--- src/rtl/branch_target_unit.sv ---
// Branch target adder with a one-entry valid/ready result register and a small
// direct-mapped branch target buffer queried by fetch.
module branch_target_unit #(
   parameter int unsigned WIDTH     = 32,
   parameter int unsigned SHIFT     = 2,
   parameter int unsigned BTB_DEPTH = 8
) (
   input  logic             clk,
   input  logic             rst_n,
   input  logic             in_valid,
   output logic             in_ready,
   input  logic [WIDTH-1:0] in_pc_plus4,
   input  logic [WIDTH-1:0] in_imm,
   input  logic             in_taken,
   output logic             out_valid,
   input  logic             out_ready,
   output logic [WIDTH-1:0] out_target,
   output logic [WIDTH-1:0] out_next_pc,
   output logic             out_taken,
   input  logic [WIDTH-1:0] lookup_pc,
   output logic             lookup_hit,
   output logic [WIDTH-1:0] lookup_target,
   input  logic             flush
);

   localparam int unsigned IDX_W = $clog2(BTB_DEPTH);
   localparam int unsigned TAG_W = WIDTH - SHIFT - IDX_W;
   localparam logic [WIDTH-1:0] INSN_BYTES = WIDTH'(1) << SHIFT;

   logic             out_valid_q, out_valid_d;
   logic [WIDTH-1:0] out_target_q, out_target_d;
   logic [WIDTH-1:0] out_next_pc_q, out_next_pc_d;
   logic             out_taken_q, out_taken_d;
   logic             lookup_hit_q, lookup_hit_d;
   logic [WIDTH-1:0] lookup_target_q, lookup_target_d;

   logic [BTB_DEPTH-1:0] btb_valid_q, btb_valid_d;
   logic [TAG_W-1:0]     btb_tag_q    [BTB_DEPTH];
   logic [TAG_W-1:0]     btb_tag_d    [BTB_DEPTH];
   logic [WIDTH-1:0]     btb_target_q [BTB_DEPTH];
   logic [WIDTH-1:0]     btb_target_d [BTB_DEPTH];

   logic             accept;
   logic [WIDTH-1:0] target;
   logic [WIDTH-1:0] bpc;
   logic [IDX_W-1:0] wr_idx, lk_idx;
   logic [TAG_W-1:0] wr_tag, lk_tag;
   logic             unused_low_bits;

   assign in_ready = (!out_valid_q || out_ready) && !flush;
   assign accept   = in_valid && in_ready;
   assign target   = in_pc_plus4 + (in_imm << SHIFT);
   assign bpc      = in_pc_plus4 - INSN_BYTES;

   assign wr_idx = bpc[SHIFT +: IDX_W];
   assign wr_tag = bpc[WIDTH-1 -: TAG_W];
   assign lk_idx = lookup_pc[SHIFT +: IDX_W];
   assign lk_tag = lookup_pc[WIDTH-1 -: TAG_W];

   // Byte-offset bits never take part in indexing or tagging.
   assign unused_low_bits = ^{bpc[SHIFT-1:0], lookup_pc[SHIFT-1:0]};

   always_comb begin
      out_valid_d   = out_valid_q;
      out_target_d  = out_target_q;
      out_next_pc_d = out_next_pc_q;
      out_taken_d   = out_taken_q;
      if (flush) begin
         out_valid_d = 1'b0;
      end else if (accept) begin
         out_valid_d   = 1'b1;
         out_target_d  = target;
         out_next_pc_d = in_taken ? target : in_pc_plus4;
         out_taken_d   = in_taken;
      end else if (out_ready) begin
         out_valid_d = 1'b0;
      end
   end

   always_comb begin
      btb_valid_d  = btb_valid_q;
      btb_tag_d    = btb_tag_q;
      btb_target_d = btb_target_q;
      if (flush) begin
         btb_valid_d = '0;
      end else if (accept) begin
         if (in_taken) begin
            btb_valid_d[wr_idx]  = 1'b1;
            btb_tag_d[wr_idx]    = wr_tag;
            btb_target_d[wr_idx] = target;
         end else if (btb_valid_q[wr_idx] && (btb_tag_q[wr_idx] == wr_tag)) begin
            btb_valid_d[wr_idx] = 1'b0;
         end
      end
   end

   // Lookup reads the pre-update array, so a same-edge write is not visible.
   always_comb begin
      lookup_hit_d    = !flush && btb_valid_q[lk_idx] && (btb_tag_q[lk_idx] == lk_tag);
      lookup_target_d = lookup_hit_d ? btb_target_q[lk_idx] : '0;
   end

   always_ff @(posedge clk) begin
      if (!rst_n) begin
         out_valid_q     <= 1'b0;
         out_target_q    <= '0;
         out_next_pc_q   <= '0;
         out_taken_q     <= 1'b0;
         lookup_hit_q    <= 1'b0;
         lookup_target_q <= '0;
         btb_valid_q     <= '0;
      end else begin
         out_valid_q     <= out_valid_d;
         out_target_q    <= out_target_d;
         out_next_pc_q   <= out_next_pc_d;
         out_taken_q     <= out_taken_d;
         lookup_hit_q    <= lookup_hit_d;
         lookup_target_q <= lookup_target_d;
         btb_valid_q     <= btb_valid_d;
      end
   end

   // Tag and target payloads are qualified by the valid bits and need no reset.
   always_ff @(posedge clk) begin
      if (rst_n) begin
         btb_tag_q    <= btb_tag_d;
         btb_target_q <= btb_target_d;
      end
   end

   assign out_valid     = out_valid_q;
   assign out_target    = out_target_q;
   assign out_next_pc   = out_next_pc_q;
   assign out_taken     = out_taken_q;
   assign lookup_hit    = lookup_hit_q;
   assign lookup_target = lookup_target_q;

endmodule

--- config.mk ---
export PLATFORM = sky130hd
export DESIGN_NAME = branch_target_unit
export DESIGN_NICKNAME = d
export VERILOG_FILES = /design/src/rtl/branch_target_unit.sv
export SDC_FILE = /design/constraint.sdc
export NUM_CORES = 1
export LEC_CHECK = 0
export CELL_PAD_IN_SITES_DETAIL_PLACEMENT = 1
export CELL_PAD_IN_SITES_GLOBAL_PLACEMENT = 2
export CORE_AREA = 2 2 316 224
export DETAILED_ROUTE_END_ITERATION = 16
export DIE_AREA = 0 0 318 226
export PLACE_DENSITY_LB_ADDON = 0.1
export SYNTH_ARGS = -nofsm -noshare
export SYNTH_HDL_FRONTEND = slang
export SYNTH_SLANG_ARGS = --single-unit
export TNS_END_PERCENT = 10
--- constraint.sdc ---
create_clock -name clk -period 6.15 [get_ports clk]
set_clock_uncertainty 0.15 [all_clocks]
set_input_delay 1.23 -clock clk [delete_from_list [all_inputs] [get_ports clk]]
set_output_delay 1.23 -clock clk [all_outputs]
set_load 0.1 [all_outputs]
==> flow_summary.ini <==
[run_status]
status = finished, final reports clean

[detailed_routing]
drtIter0Drc = 1266
via_count = 16537
final_antenna_net_count = 0
dr.pass1.iters = 5
wl_per_cell_um = 27.3
via_per_inst = 5.55
drcViolationCount = 0
routed_wl_um = 81400

[placement]
numPortBuffers = 197
hpwlAfterDp_um = 53800
dp_cells = 2873
place.gp.congestion = 0.810

[worst_setup_path]
startpoint_type = input pin
crit_type = in2reg
endpoint_kind = flip-flop
crit_path_max_fanout = 8
crit_required_ns = 6.50
crit_arrival_ns = 5.56

[cts]
insertion_delay_ns = 0.63
cts_tree = done
postCtsSetupBuffers = 0
numCtsBuffers = 58
clkTransAtPathRegs_ns = 0.06
htree_levels = 2
cts_resized = 0
cts_root_buffer = clkbuf_16
cts.sinks = 577
cts_hold_buffers = 0
cts_max_path_buffers = 3

[yosys]
syn_area_per_cell_sq_um = 14.7
yosysWarnings = 0
synth.area.top_cells = edfxtp_1 55%, mux4_2 12%, dfxtp_1 8.1%
netlist_area_sq_um = 25900
synth_most_common_cell = edfxtp_1
synth.ff_latch_count = 577
synth_edf_count = 472
ys_seq_area_frac = 0.628
synth_ff_type = edfxtp_1
synth_top_area_share = 0.547
ys_types = 70
syn-num-nets = 1896
synthArstFlopShare = 0
synth_largest_area_cell = edfxtp_1
synth_cells = 1763
ys_top_cells_by_count = 472 x edfxtp_1, 202 x nand2_1, 138 x mux4_2

[sta]
drv_slew = 0
final-hold-violation-count = 0
relSlewSlack = 0.272
tightest_slew_ns = 1.08
fin_crit_sh = 0.846
rsz0062_at_grt = no
whs_ns = 0.316
setup_tns_ns = 0
timing.fmax_mhz = 192
setup_viol = 0
period_minus_slack_ns = 5.20

[power]
power_mw = 9.29
p_leak_nw = 10.9
ir_drop_mv = 0.205
power_density_nw_per_um2 = 296

[die]
ios = 202
std_cell_rows = 81
fp.dieArea_sq_um = 71900
coreArea_sq_um = 69000
initial_core_util = 0.376
dieHeight_um = 226
chipWidth_um = 318

[finish]
drive_above_1_share = 0.177
final_util = 0.456
areaGrowthSynthToFinish_pct = 21.3
instances_no_fill = 2979
fin_nets = 2153
num_antenna_cells = 0

[worst_hold_path]
min_path_type = reg2reg

[job]
drv_cap = 0

[global_route]
grtUsageTotal = 0.228
grt_max_degree = 65
grt_pass1_wl_um = 119000
antenna_found_initial = 4
grt_overflow = 0
grt_pass1_vias = 17425
==> cell families after synthesis <==
logic type | after synthesis | synth area share
AO/OA/AOI/OAI | 219 | 0.0580
flip-flops | 577 | 0.628
AND/OR/NAND/NOR | 471 | 0.0864
multiplexers | 234 | 0.157
buffers and inverters | 129 | 0.0203
XOR/XNOR | 102 | 0.0353
adder cells (fa/ha/maj) | 31 | 0.0152
==> registers in the layout, summed over array words and instances, names as in the netlist, named ones only <==
register and cells:
btb_target_q 256, btb_tag_q 216, lookup_target 32, out_target 32
out_next_pc 30, lookup_hit 1, out_taken 1, out_valid 1
==> per-layer routing <==
| metal | part of all wire | routed length, um | up-vias | GRT usage |
|---|---|---|---|---|
| li1 | - | - | 7333 | - |
| met1 | 0.48 | 39500 | 8706 | 0.339 |
| met2 | 0.45 | 36500 | 413 | 0.352 |
| met3 | 0.048 | 3880 | 81 | 0.0346 |
| met4 | 0.018 | 1460 | 4 | 0.0512 |
| met5 | 0.00031 | 25 | - | 0 |
==> critical path, cell delays in order <==
cell and delay [ns]:
clkdlybuf4s50_1 0.49, inv_1 0.15, ha_2 0.30, or4b_1 0.69, buf_4 0.27, nor4_2 0.20, nand2b_1 0.11, xnor2_1 0.30
xnor2_1 0.17, a2111oi_0 0.44, nand3_1 0.18, or4_1 0.52, buf_4 0.20, o311a_1 0.29
==> area by class of cell <==
| type | count | area [sq um] |
|---|---|---|
| Multi-Input combinational cell | 1057 | 9220 |
| Clock buffer | 73 | 1580 |
| Inverter | 22 | 82.6 |
| Clock inverter | 33 | 285 |
| Sequential cell | 577 | 16300 |
| Fill cell | 6864 | 37600 |
| Tap cell | 913 | 1140 |
| Timing Repair Buffer | 304 | 2860 |
==> cells in the final DEF, fill, tap and decap left out, drive strengths merged, types with 25 or more instances in the layout <==
master	count
xnor2	55
dfxtp	105
a21oi	52
nand3	69
a21boi	26
mux4	138
mux2i	93
clkinv	25
ha	30
nand2	202
buf	112
edfxtp	472
xor2	47
clkbuf	74
o21ai	33
nor2	85
clkdlybuf4s50	191
==> report_power, final <==
part	internal (mW)	switching (mW)	leakage, nW
Clock	2.02	1.51	0.912
Sequential	4.37	0.0317	5.11
Combinational	0.455	0.912	4.86
==> stage by stage <==
stage               setup WS, ns  instance area [sq um]
floorplan                 -0.615                  25900
global placement           0.461                  29600
detailed placement         0.403                  29600
CTS                         1.04                  31400
global route               0.759                  31400
finish                     0.947                  31400
==> final timing paths <==
check | start | end | slack (ns) | cells after the start
min | out_target[5] | out_target[5] | 0.32 | 2
min reg2reg | out_target[5] | out_target[5] | 0.32 | 2
max reg2reg | btb_tag_q[81] | lookup_target[31] | 2.59 | 8
max | in_pc_plus4[3] | flip-flop | 0.95 | 14
Power figures use the tool's default switching activity.
